File: src/rtl/calc_pkg.sv
// Shared definitions for the queue-calculator command driver and the calculator.
//   OP_W            opcode width
//   OP_PUSH..OP_MOD calculator opcodes, OP_BAD is the reserved opcode 7
//   IDLE..CHECK     driver state encoding
//   opIsBinary()    true for opcodes that consume two queue entries
package calc_pkg;

    localparam int OP_W = 3;

    localparam logic [OP_W-1:0] OP_PUSH = 3'd0;
    localparam logic [OP_W-1:0] OP_POP  = 3'd1;
    localparam logic [OP_W-1:0] OP_ADD  = 3'd2;
    localparam logic [OP_W-1:0] OP_MUL  = 3'd3;
    localparam logic [OP_W-1:0] OP_SUB  = 3'd4;
    localparam logic [OP_W-1:0] OP_DIV  = 3'd5;
    localparam logic [OP_W-1:0] OP_MOD  = 3'd6;
    localparam logic [OP_W-1:0] OP_BAD  = 3'd7;

    localparam logic [1:0] IDLE  = 2'd0;
    localparam logic [1:0] CLEAR = 2'd1;
    localparam logic [1:0] ISSUE = 2'd2;
    localparam logic [1:0] CHECK = 2'd3;

    function automatic logic opIsBinary(input logic [OP_W-1:0] op);
        return (op >= OP_ADD) && (op <= OP_MOD);
    endfunction

endpackage

File: src/rtl/calc_cmd_driver_if.sv
// Interfaces of the calculator command driver.
//   calc_host_if : host side. master = host, slave = driver.
//     load_valid/load_op/load_data/load_ready  program word append handshake
//     prog_clr/start                           program clear and run request
//     busy/done/error/err_pc/result            run status
//   calc_bus_if  : calculator side. master = driver, slave = calculator.
//     calc_rst/calc_in/calc_op/calc_apply      command outputs
//     calc_tail/calc_valid/calc_empty          calculator status
interface calc_host_if
    import calc_pkg::*;
#(
    parameter int WIDTH = 8,
    parameter int PW    = 3
);
    logic             load_valid;
    logic [OP_W-1:0]  load_op;
    logic [WIDTH-1:0] load_data;
    logic             load_ready;
    logic             prog_clr;
    logic             start;
    logic             busy;
    logic             done;
    logic             error;
    logic [PW-1:0]    err_pc;
    logic [WIDTH-1:0] result;

    modport master (
        output load_valid, load_op, load_data, prog_clr, start,
        input  load_ready, busy, done, error, err_pc, result
    );

    modport slave (
        input  load_valid, load_op, load_data, prog_clr, start,
        output load_ready, busy, done, error, err_pc, result
    );
endinterface

interface calc_bus_if
    import calc_pkg::*;
#(
    parameter int WIDTH = 8
);
    logic             calc_rst;
    logic [WIDTH-1:0] calc_in;
    logic [OP_W-1:0]  calc_op;
    logic             calc_apply;
    logic [WIDTH-1:0] calc_tail;
    logic             calc_valid;
    logic             calc_empty;

    modport master (
        output calc_rst, calc_in, calc_op, calc_apply,
        input  calc_tail, calc_valid, calc_empty
    );

    modport slave (
        input  calc_rst, calc_in, calc_op, calc_apply,
        output calc_tail, calc_valid, calc_empty
    );
endinterface

File: src/rtl/calc_cmd_driver_prog_mem.sv
// calc_prog_mem: program store of DEPTH words of {op, operand}.
// One synchronous write port, one combinational read port. Contents are not
// reset so a loaded program survives runs.
//   clk      rising-edge clock
//   we_i     write enable
//   waddr_i  write index
//   wop_i    opcode to store
//   wdata_i  operand to store
//   raddr_i  read index
//   rop_o    opcode at raddr_i
//   rdata_o  operand at raddr_i
module calc_prog_mem
    import calc_pkg::*;
#(
    parameter int WIDTH = 8,
    parameter int DEPTH = 8,
    parameter int AW    = $clog2(DEPTH)
) (
    input  logic             clk,
    input  logic             we_i,
    input  logic [AW-1:0]    waddr_i,
    input  logic [OP_W-1:0]  wop_i,
    input  logic [WIDTH-1:0] wdata_i,
    input  logic [AW-1:0]    raddr_i,
    output logic [OP_W-1:0]  rop_o,
    output logic [WIDTH-1:0] rdata_o
);

    logic [OP_W+WIDTH-1:0] mem_q [DEPTH];

    always_ff @(posedge clk) begin
        if (we_i) begin
            mem_q[waddr_i] <= {wop_i, wdata_i};
        end
    end

    assign {rop_o, rdata_o} = mem_q[raddr_i];

endmodule

File: src/rtl/calc_cmd_driver.sv
// calc_cmd_driver: runs a host-loaded program of {op, operand} words against
// the queue calculator. A run resets the calculator, applies each word for one
// cycle and checks calc_valid afterwards; it ends with a one-cycle done pulse
// carrying either the final calculator tail or the index of the failing word.
//   clk    rising-edge clock
//   reset  synchronous active-high reset; aborts a run without done
//   host   calc_host_if.slave: program load, prog_clr, start, run status
//   bus    calc_bus_if.master: calculator command and status
// Build option CALC_DRV_PRECHECK_EN: track a shadow queue depth and refuse to
// apply a word the calculator would reject for depth reasons or opcode 7.
module calc_cmd_driver
    import calc_pkg::*;
#(
    parameter int WIDTH      = 8,
    parameter int PROG_DEPTH = 8,
    parameter int QUEUE_SIZE = 5
) (
    input  logic        clk,
    input  logic        reset,
    calc_host_if.slave  host,
    calc_bus_if.master  bus
);

    localparam int PW = $clog2(PROG_DEPTH);

    logic [1:0]       state_q, state_d;
    logic [PW:0]      progLen_q, progLen_d;
    logic [PW:0]      pc_q, pc_d;
    logic [PW-1:0]    errPc_q, errPc_d;
    logic             done_q, done_d;
    logic             error_q, error_d;
    logic             calcRst_q, calcRst_d;
    logic             calcApply_q, calcApply_d;
    logic [WIDTH-1:0] result_q, result_d;

    logic [OP_W-1:0]  memOp;
    logic [WIDTH-1:0] memData;
    logic             loadReady;
    logic             loadFire;
    logic             issueBlocked;

    assign loadReady = (state_q == IDLE) && !host.start && !host.prog_clr &&
                       (progLen_q < (PW+1)'(PROG_DEPTH));
    assign loadFire  = host.load_valid && loadReady;

    calc_prog_mem #(
        .WIDTH (WIDTH),
        .DEPTH (PROG_DEPTH)
    ) uProgMem (
        .clk     (clk),
        .we_i    (loadFire),
        .waddr_i (progLen_q[PW-1:0]),
        .wop_i   (host.load_op),
        .wdata_i (host.load_data),
        .raddr_i (pc_q[PW-1:0]),
        .rop_o   (memOp),
        .rdata_o (memData)
    );

`ifdef CALC_DRV_PRECHECK_EN
    localparam int DW = $clog2(QUEUE_SIZE + 1);

    logic [DW-1:0] depth_q, depth_d;

    // Decide whether the word at pc would be rejected by the calculator.
    always_comb begin
        issueBlocked = 1'b0;
        if (state_q == ISSUE) begin
            case (memOp)
                OP_PUSH: issueBlocked = (int'(depth_q) >= QUEUE_SIZE);
                OP_POP:  issueBlocked = (depth_q == '0);
                OP_BAD:  issueBlocked = 1'b1;
                default: issueBlocked = (int'(depth_q) < 2);
            endcase
        end
    end

    // Shadow depth follows what the calculator queue does for each applied word.
    always_comb begin
        depth_d = depth_q;
        if (state_q == CLEAR) begin
            depth_d = '0;
        end else if ((state_q == ISSUE) && !issueBlocked) begin
            if (memOp == OP_PUSH) begin
                depth_d = depth_q + DW'(1);
            end else if ((memOp == OP_POP) || opIsBinary(memOp)) begin
                depth_d = depth_q - DW'(1);
            end
        end
    end

    always_ff @(posedge clk) begin
        if (reset) begin
            depth_q <= '0;
        end else begin
            depth_q <= depth_d;
        end
    end
`else
    assign issueBlocked = 1'b0;
`endif

    always_comb begin
        state_d     = state_q;
        progLen_d   = progLen_q;
        pc_d        = pc_q;
        errPc_d     = errPc_q;
        done_d      = 1'b0;
        error_d     = error_q;
        result_d    = result_q;
        calcRst_d   = calcRst_q;
        calcApply_d = 1'b0;

        case (state_q)
            IDLE: begin
                if (host.prog_clr) begin
                    progLen_d = '0;
                end else if (host.start) begin
                    if (progLen_q == '0) begin
                        done_d  = 1'b1;
                        error_d = 1'b1;
                        errPc_d = '0;
                    end else begin
                        state_d   = CLEAR;
                        pc_d      = '0;
                        calcRst_d = 1'b1;
                    end
                end else if (loadFire) begin
                    progLen_d = progLen_q + (PW+1)'(1);
                end
            end
            CLEAR: begin
                state_d     = ISSUE;
                calcRst_d   = 1'b0;
                calcApply_d = 1'b1;
            end
            ISSUE: begin
                if (issueBlocked) begin
                    state_d = IDLE;
                    done_d  = 1'b1;
                    error_d = 1'b1;
                    errPc_d = pc_q[PW-1:0];
                end else begin
                    state_d = CHECK;
                end
            end
            CHECK: begin
                if (!bus.calc_valid) begin
                    state_d = IDLE;
                    done_d  = 1'b1;
                    error_d = 1'b1;
                    errPc_d = pc_q[PW-1:0];
                end else if (pc_q == progLen_q - (PW+1)'(1)) begin
                    state_d  = IDLE;
                    done_d   = 1'b1;
                    error_d  = 1'b0;
                    result_d = bus.calc_tail;
                end else begin
                    state_d     = ISSUE;
                    pc_d        = pc_q + (PW+1)'(1);
                    calcApply_d = 1'b1;
                end
            end
            default: state_d = IDLE;
        endcase
    end

    always_ff @(posedge clk) begin
        if (reset) begin
            state_q     <= IDLE;
            progLen_q   <= '0;
            pc_q        <= '0;
            errPc_q     <= '0;
            done_q      <= 1'b0;
            error_q     <= 1'b0;
            result_q    <= '0;
            calcRst_q   <= 1'b1;
            calcApply_q <= 1'b0;
        end else begin
            state_q     <= state_d;
            progLen_q   <= progLen_d;
            pc_q        <= pc_d;
            errPc_q     <= errPc_d;
            done_q      <= done_d;
            error_q     <= error_d;
            result_q    <= result_d;
            calcRst_q   <= calcRst_d;
            calcApply_q <= calcApply_d;
        end
    end

    assign host.load_ready = loadReady;
    assign host.busy       = (state_q != IDLE);
    assign host.done       = done_q;
    assign host.error      = error_q;
    assign host.err_pc     = errPc_q;
    assign host.result     = result_q;

    // A word refused by the precheck must never reach the calculator.
    assign bus.calc_rst    = calcRst_q;
    assign bus.calc_in     = memData;
    assign bus.calc_op     = memOp;
    assign bus.calc_apply  = calcApply_q && !issueBlocked;

endmodule

File: src/flat_wrapper.sv
// flat-port wrapper written by rule: the top's interface ports become plain ports
module calc_cmd_driver_flat import calc_pkg::*;
#(
    parameter int WIDTH      = 8,
    parameter int PROG_DEPTH = 8,
    parameter int QUEUE_SIZE = 5
)
  (clk, reset, host_load_valid, host_load_op, host_load_data, host_prog_clr, host_start, host_load_ready, host_busy, host_done, host_error, host_err_pc, host_result, bus_calc_rst, bus_calc_in, bus_calc_op, bus_calc_apply, bus_calc_tail, bus_calc_valid, bus_calc_empty);
  calc_host_if #(.WIDTH(WIDTH), .PW((3))) host_i ();
  calc_bus_if #(.WIDTH(WIDTH)) bus_i ();
  input  logic clk;
  input  logic reset;
  input wire logic [$bits(host_i.load_valid)-1:0] host_load_valid;
  input wire logic [$bits(host_i.load_op)-1:0] host_load_op;
  input wire logic [$bits(host_i.load_data)-1:0] host_load_data;
  input wire logic [$bits(host_i.prog_clr)-1:0] host_prog_clr;
  input wire logic [$bits(host_i.start)-1:0] host_start;
  output wire logic [$bits(host_i.load_ready)-1:0] host_load_ready;
  output wire logic [$bits(host_i.busy)-1:0] host_busy;
  output wire logic [$bits(host_i.done)-1:0] host_done;
  output wire logic [$bits(host_i.error)-1:0] host_error;
  output wire logic [$bits(host_i.err_pc)-1:0] host_err_pc;
  output wire logic [$bits(host_i.result)-1:0] host_result;
  output wire logic [$bits(bus_i.calc_rst)-1:0] bus_calc_rst;
  output wire logic [$bits(bus_i.calc_in)-1:0] bus_calc_in;
  output wire logic [$bits(bus_i.calc_op)-1:0] bus_calc_op;
  output wire logic [$bits(bus_i.calc_apply)-1:0] bus_calc_apply;
  input wire logic [$bits(bus_i.calc_tail)-1:0] bus_calc_tail;
  input wire logic [$bits(bus_i.calc_valid)-1:0] bus_calc_valid;
  input wire logic [$bits(bus_i.calc_empty)-1:0] bus_calc_empty;
  assign host_i.load_valid = host_load_valid;
  assign host_i.load_op = host_load_op;
  assign host_i.load_data = host_load_data;
  assign host_i.prog_clr = host_prog_clr;
  assign host_i.start = host_start;
  assign host_load_ready = host_i.load_ready;
  assign host_busy = host_i.busy;
  assign host_done = host_i.done;
  assign host_error = host_i.error;
  assign host_err_pc = host_i.err_pc;
  assign host_result = host_i.result;
  assign bus_calc_rst = bus_i.calc_rst;
  assign bus_calc_in = bus_i.calc_in;
  assign bus_calc_op = bus_i.calc_op;
  assign bus_calc_apply = bus_i.calc_apply;
  assign bus_i.calc_tail = bus_calc_tail;
  assign bus_i.calc_valid = bus_calc_valid;
  assign bus_i.calc_empty = bus_calc_empty;
  calc_cmd_driver #(.WIDTH(WIDTH), .PROG_DEPTH(PROG_DEPTH), .QUEUE_SIZE(QUEUE_SIZE)) u_core (.clk(clk), .reset(reset), .host(host_i), .bus(bus_i));
endmodule
File: config.mk
export PLATFORM = sky130hd
export DESIGN_NAME = calc_cmd_driver_flat
export DESIGN_NICKNAME = d
export VERILOG_FILES = /design/src/rtl/calc_pkg.sv /design/src/rtl/calc_cmd_driver_if.sv /design/src/rtl/calc_cmd_driver_prog_mem.sv /design/src/rtl/calc_cmd_driver.sv /design/src/flat_wrapper.sv
export SDC_FILE = /design/constraint.sdc
export NUM_CORES = 1
export LEC_CHECK = 0
export ABC_AREA = 1
export CELL_PAD_IN_SITES_DETAIL_PLACEMENT = 0
export CELL_PAD_IN_SITES_GLOBAL_PLACEMENT = 1
export CORE_MARGIN = 10
export CORE_UTILIZATION = 30
export CTS_CLUSTER_DIAMETER = 150
export CTS_CLUSTER_SIZE = 30
export DETAILED_ROUTE_END_ITERATION = 10
export PLACE_DENSITY = 0.59
export SLEW_MARGIN = 20
export SYNTH_ARGS = -nofsm -noshare
export SYNTH_HDL_FRONTEND = slang
export SYNTH_SLANG_ARGS = --single-unit
File: constraint.sdc
create_clock -name clk -period 2.6 [get_ports clk]
set_clock_uncertainty 0.1 [all_clocks]
set_input_delay 0.78 -clock clk [delete_from_list [all_inputs] [get_ports clk]]
set_output_delay 0.78 -clock clk [all_outputs]
set_load 0.05 [all_outputs]
==> results.py, run 1 <==
metrics = {
    "outcome": {
        "status": "finished with violations",
        "violations": "setup timing",
    },
    "synthesis": {
        "yosysSeqAreaShare": 0.657,
        "yosysWarnings": 0,
        "ys_types": 32,
        "ys.flop_type": "edfxtp_1",
        "async_reset_ff_frac": 0,
        "synth-seq-cells": 116,
        "netlist_instances": 455,
        "syn-cell-area_sq_um": 4880,
        "synth_edf_count": 88,
        "synth_nets": 489,
        "synth_area_per_cell_sq_um": 10.7,
    },
    "sta": {
        "rsz0062_at_grt": "yes",
        "hold_ws_ns": 0.347,
        "period_minus_slack_ns": 2.67,
        "period_share": 1.03,
        "drv_slew": 0,
        "fmax_mhz": 375,
        "slew-limit-headroom": 0.652,
        "finalSetupViolCount": 10,
        "fin_ws_ns": -0.0694,
        "hold_violations": 0,
        "tightestPinTransition_ns": 0.520,
    },
    "clocking": {
        "clk_latency_ns": 0.42,
        "cts.clk_slew.worst_paths_ns": 0.06,
        "postCtsHoldBufs": 0,
        "clockBufferDepth": 2,
        "cts-buffers-inserted": 17,
        "clock_sinks": 116,
        "h-tree-depth": 4,
        "ctsRootBufferMaster": "clkbuf_16",
        "cts_tree": "yes",
    },
    "die": {
        "die_h_microns": 148,
        "coreArea_sq_um": 15900,
        "die_area_sq_um": 21800,
        "io_pins": 54,
        "start_util": 0.307,
        "fp-row-count": 46,
        "die_x_microns": 148,
    },
    "grt": {
        "grt-ovfl-total": 0,
        "grt_pass1_wl_microns": 19700,
        "antenna_found_initial": 1,
        "grt_pass1_vias": 3599,
        "grt_max_degree": 25,
        "groute.usage.overall": 0.118,
    },
    "pwr": {
        "total_power_mw": 4.64,
        "peakVddDrop_mv": 0.500,
        "cellPowerDensity_nw_per_um2": 661,
        "p_leak_nw": 2.53,
    },
    "worst_setup_path": {
        "arrival_ns": 1.79,
        "slowest_stage": "dfxtp_4",
        "cp_top_family": "buffers and inverters",
        "cp-start-kind": "flop",
        "crit_fanout": 6,
        "critPathKind": "flop to output pin",
        "crit_buf_inv": 4,
        "cpPeakStageDelay_ns": 0.35,
        "crit_top_cell": "buf_6",
        "rrSetupSlack_ns": 0.42,
        "critPathCaptureType": "output pin",
        "required_ns": 1.72,
        "cp_cell_sequence": "buf_6 > clkinv_8 > buf_12 > nor2_4 > o22ai_2 > nor2_1 > a31oi_2 > buf_6",
    },
    "cells_and_area": {
        "fillers": 1524,
        "area_delta_synth_final_pct": 43.7,
        "final_cells": 772,
        "utilization": 0.441,
        "fin_area_sq_um": 7010,
        "drive_gt1_frac": 0.245,
        "final_nets": 576,
        "mostFrequentLayoutCell": "edfxtp_1",
        "mostFrequentLayoutCells": "edfxtp_1 (88), nor2_1 (82), nand2_1 (46)",
    },
    "routing": {
        "drtIter0Drc": 170,
        "routed_via_density": 4.59,
        "dr.pass1.iters": 4,
        "vias": 3540,
        "drc": 0,
        "detail_route.wl_per_cell_microns": 16.7,
        "wirelength_microns": 12900,
        "ant_nets": 0,
    },
    "placed_design": {
        "dpl_cell_area_sq_um": 5970,
        "io_buffers": 52,
        "place.gp.congestion": 0.754,
        "place_hpwl_microns": 7830,
        "dpl.cell_count": 727,
    },
    "run": {
        "drv_cap": 0,
    },
    "min_path": {
        "hp-class": "flop to flop",
    },
}
-- synthesized netlist by cell type (5+ instances only) --
library cell	count	share of area
nor2_1	95	0.073
edfxtp_1	88	0.54
o21ai_0	50	0.051
nand2_1	46	0.035
inv_1	33	0.025
dfxtp_1	28	0.11
a21oi_1	22	0.023
o22ai_1	12	0.015
a31oi_1	11	0.014
clkbuf_1	11	0.0085
ha_1	8	0.021
nand4_1	8	0.010
buf_2	7	0.0072
nand3_1	5	0.0051
nor3_1	5	0.0051
-- cell type report --
cell class	count	area [sq um]	area share
flip-flops and latches	116	3210	0.458
multi-input cells	283	1690	0.241
repair buffers	87	1100	0.157
clock buffers	18	429	0.0612
well taps	216	270	0.0386
clock inverters	14	161	0.0230
inverters	37	151	0.0216
diodes	1	2.50	0.000357
-- metrics by stage --
stage | setup TNS, ns | setup WS, ns
final | -0.352 | -0.0694
after global routing | -1.38 | -0.151
after CTS | -0.415 | -0.0728
after detailed placement | -0.374 | -0.0257
after global placement | -0.0648 | -0.00658
after floorplan | -1.84 | -0.0836
-- timing repair --
item                       in CTS  in global routing
setup endpoints to repair      12                 12
buffers inserted                1                  3
resized for setup              21                 58
pin swaps                       1                 23
gates cloned                    2                  6
-- routing by layer --
layer | vias up | share of wire | GRT usage
li1 | 1763 | - | -
met1 | 1705 | 0.44 | 0.133
met2 | 58 | 0.51 | 0.201
met3 | 14 | 0.035 | 0.0345
met4 | 0 | 0.015 | 0.0580
met5 | - | 0 | 0
-- flip-flops by register name, indices dropped and copies added (netlist names), named ones only --
register and cells:
u_core.host.error 1, u_core.progLen_q 4, u_core.host.result 8, u_core.host.err_pc 3, u_core.uProgMem.mem_q 88, u_core.bus.calc_apply 1
u_core.state_q 2, u_core.bus.calc_rst 1, u_core.pc_q 4, u_core.host.done 1
-- final timing paths --
check / startpoint / to / depth (start not counted)
hold reg to reg: u_core.host.result[2] / u_core.host.result[2] / 2
setup reg to reg: u_core.progLen_q[1] / u_core.host.result[5] / 10
setup / recovery: flop / bus_calc_in[3] / 8
hold / removal: u_core.host.result[2] / u_core.host.result[2] / 2
-- logic make-up after synthesis --
family                   share of synthesized area
AND/OR/NAND/NOR                              0.157
flip-flops                                   0.657
AO/OA/AOI/OAI                                0.115
buffers and inverters                       0.0464
adder cells (fa/ha/maj)                     0.0205
XOR/XNOR                                   0.00359
-- power breakdown --
group	internal, mW	total, mW	switching [mW]
logic	0.122	0.290	0.168
clock network	1.50	2.34	0.838
registers	2.00	2.01	0.00645
total	3.62	4.64	1.01
-- worst reg2reg max path: cells and delay by family (launching register included) --
family	cells	cell delay (ns)
and+or+nand+nor	5	0.63
DFF	1	0.59
adders and majority gates	1	0.33
AOI/OAI and AO/OA	2	0.28
buffers and inverters	2	0.14
(Power assumes the default switching activity.)
==> run 2, diff against run 1 <==
--- a/config.mk
+++ b/config.mk
@@ -8,12 +8,12 @@
 export ABC_AREA = 1
 export CELL_PAD_IN_SITES_DETAIL_PLACEMENT = 0
 export CELL_PAD_IN_SITES_GLOBAL_PLACEMENT = 1
-export CORE_MARGIN = 10
+export CORE_MARGIN = 5
 export CORE_UTILIZATION = 30
 export CTS_CLUSTER_DIAMETER = 150
 export CTS_CLUSTER_SIZE = 30
 export DETAILED_ROUTE_END_ITERATION = 10
-export PLACE_DENSITY = 0.59
+export PLACE_DENSITY = 0.57
 export SLEW_MARGIN = 20
 export SYNTH_ARGS = -nofsm -noshare
 export SYNTH_HDL_FRONTEND = slang
==> constraint.sdc (replaced) <==
create_clock -name clk -period 2.93 [get_ports clk]
set_clock_uncertainty 0.1 [all_clocks]
set_input_delay 0.879 -clock clk [delete_from_list [all_inputs] [get_ports clk]]
set_output_delay 0.879 -clock clk [all_outputs]
set_load 0.05 [all_outputs]
==> results.py, run 2 (synthesis gave the netlist of run 1 again) <==
metrics = {
    "routing": {
        "detail_route.wl_per_cell_microns": 15.4,
        "drc": 0,
        "vias": 3445,
        "dr.pass1.iters": 4,
        "ant_nets": 0,
        "routed_via_density": 4.53,
        "drtIter0Drc": 166,
        "wirelength_microns": 11700,
    },
    "cells_and_area": {
        "area_delta_synth_final_pct": 33.3,
        "antenna_cells": 0,
        "mostFrequentLayoutCells": "nor2_1 (95), edfxtp_1 (88), o21ai_0 (50)",
        "fin_area_sq_um": 6500,
        "fillers": 1545,
        "seq_area_sq_um": 3210,
        "final_nets": 566,
        "largest_register_ffs": 88,
        "multiInputGateArea_sq_um": 1460,
        "mostFrequentLayoutCell": "nor2_1",
        "largest-register": "u_core.uProgMem.mem_q",
        "drive_gt1_frac": 0.158,
    },
    "placed_design": {
        "dpl_cell_area_sq_um": 5790,
        "place_hpwl_microns": 7730,
        "io_buffers": 52,
        "dp_slack_ns": 0.0728,
        "place.gp.congestion": 0.752,
    },
    "clocking": {
        "cts.clk_slew.worst_paths_ns": 0.05,
        "cts_tree": "yes",
        "h-tree-depth": 4,
        "clockBufferDepth": 2,
        "cts-buffers-inserted": 17,
        "clock_sinks": 116,
        "clk_latency_ns": 0.41,
        "ctsRootBufferMaster": "clkbuf_16",
    },
    "run": {
        "drv_cap": 0,
    },
    "grt": {
        "antenna_found_initial": 0,
        "grt_max_degree": 23,
        "grt-ovfl-total": 0,
        "grt_pass1_wl_microns": 18400,
        "grt_pass1_vias": 3510,
        "groute.usage.overall": 0.131,
    },
    "die": {
        "die_h_microns": 138,
        "die_area_sq_um": 18900,
        "io_pins": 54,
        "start_util": 0.306,
        "coreArea_sq_um": 15900,
        "die_x_microns": 138,
        "fp-row-count": 46,
    },
    "worst_setup_path": {
        "slowest_stage": "dfxtp_4",
        "cpPeakStageDelay_ns": 0.37,
        "required_ns": 1.95,
        "cp_cell_sequence": "inv_4 > buf_12 > nor2_1 > o22ai_1 > nor2_1 > a31oi_1 > buf_4",
        "critPathKind": "flop to output pin",
        "arrival_ns": 1.83,
        "critPathCaptureType": "output pin",
        "cp_top_family": "buffers and inverters",
        "crit_fanout": 22,
        "crit_top_cell": "nor2_1",
        "crit_buf_inv": 3,
        "cp-start-kind": "flop",
    },
    "sta": {
        "drv_slew": 0,
        "fin_ws_ns": 0.118,
        "tightestPinTransition_ns": 0.512,
        "rsz0062_at_grt": "yes",
        "period_share": 0.960,
        "finalSetupViolCount": 0,
        "fmax_mhz": 356,
        "slew-limit-headroom": 0.658,
        "hold_violations": 0,
        "period_minus_slack_ns": 2.81,
        "hold_ws_ns": 0.343,
    },
    "min_path": {
        "hp-class": "flop to flop",
    },
    "outcome": {
        "status": "completed",
    },
    "pwr": {
        "total_power_mw": 4.23,
        "cellPowerDensity_nw_per_um2": 651,
        "p_leak_nw": 2.36,
        "peakVddDrop_mv": 0.508,
    },
}
## run 2: changes by cell type in the layout (fill, tap and decap cells not counted), moves of 10 or more
cell and delta:
buf_6 -13, buf_4 +16, o21ai_0 +17, nor2_1 +13
a31oi_1 +10
## run 2: final cells by class
cell class | instances | area share
clock buffers | 18 | 0.0660
clock inverters | 14 | 0.0319
inverters | 37 | 0.0217
multi-input cells | 283 | 0.225
flip-flops and latches | 116 | 0.493
well taps | 216 | 0.0416
repair buffers | 77 | 0.120
## run 2: power breakdown
group | total, mW | switching [mW] | leakage (nW) | internal, mW
Sequential | 1.78 | 0.00574 | 1.02 | 1.78
Combinational | 0.219 | 0.136 | 1.04 | 0.0833
Clock | 2.23 | 0.729 | 0.303 | 1.50
## run 2: worst paths after layout
path | from | end | slack (ns) | cells after the start
max | flop | bus_calc_in[0] | 0.12 | 7
min | u_core.host.result[0] | u_core.host.result[0] | 0.34 | 2
max reg2reg | u_core.state_q[1] | u_core.uProgMem.mem_q[4][9] | 0.57 | 9
min reg2reg | u_core.host.result[0] | u_core.host.result[0] | 0.34 | 2
## run 2: worst register-to-register path: stages, from the launching register on
cell,delay (ns)
dfxtp_1,0.33
inv_1,0.13
ha_1,0.35
nand2_1,0.14
nor3_4,0.19
nand2_1,0.14
inv_1,0.11
nand2_1,0.12
nor3_2,0.23
buf_4,0.22
## run 2: routing by layer
| layer | GRT usage | part of all wire | vias to the layer above |
|---|---|---|---|
| li1 | - | - | 1743 |
| met5 | 0 | 0 | - |
| met3 | 0.0365 | 0.045 | 12 |
| met1 | 0.156 | 0.44 | 1623 |
| met2 | 0.225 | 0.51 | 67 |
| met4 | 0.0510 | 0.013 | 0 |
## run 2: metrics by stage
stage / instances / TNS [ns] / util
after global placement: 726 / 0 / 0.363
after floorplan: 455 / 0 / -
after CTS: 759 / 0 / 0.406
after detailed placement: 726 / 0 / 0.363
final: 761 / 0 / 0.408
after global routing: 761 / -0.00731 / 0.408
## run 2: repair_timing
item | in CTS | in global routing
pin swaps | 0 | 1
setup buffers | 0 | 2
hold buffers | 0 | 0
resized for setup | 4 | 4
hold endpoints to repair | 0 | 0
cloned | 1 | 0
endpoints found under the setup margin | 7 | 7
==> run 3, diff against run 2 <==
--- a/config.mk
+++ b/config.mk
@@ -11,7 +11,7 @@
 export CORE_MARGIN = 5
 export CORE_UTILIZATION = 30
 export CTS_CLUSTER_DIAMETER = 150
-export CTS_CLUSTER_SIZE = 30
+export CTS_CLUSTER_SIZE = 8
 export DETAILED_ROUTE_END_ITERATION = 10
 export PLACE_DENSITY = 0.57
 export SLEW_MARGIN = 20
==> results of run 3 <==
Final layout, timing and power as in run 2 (identical DEF).
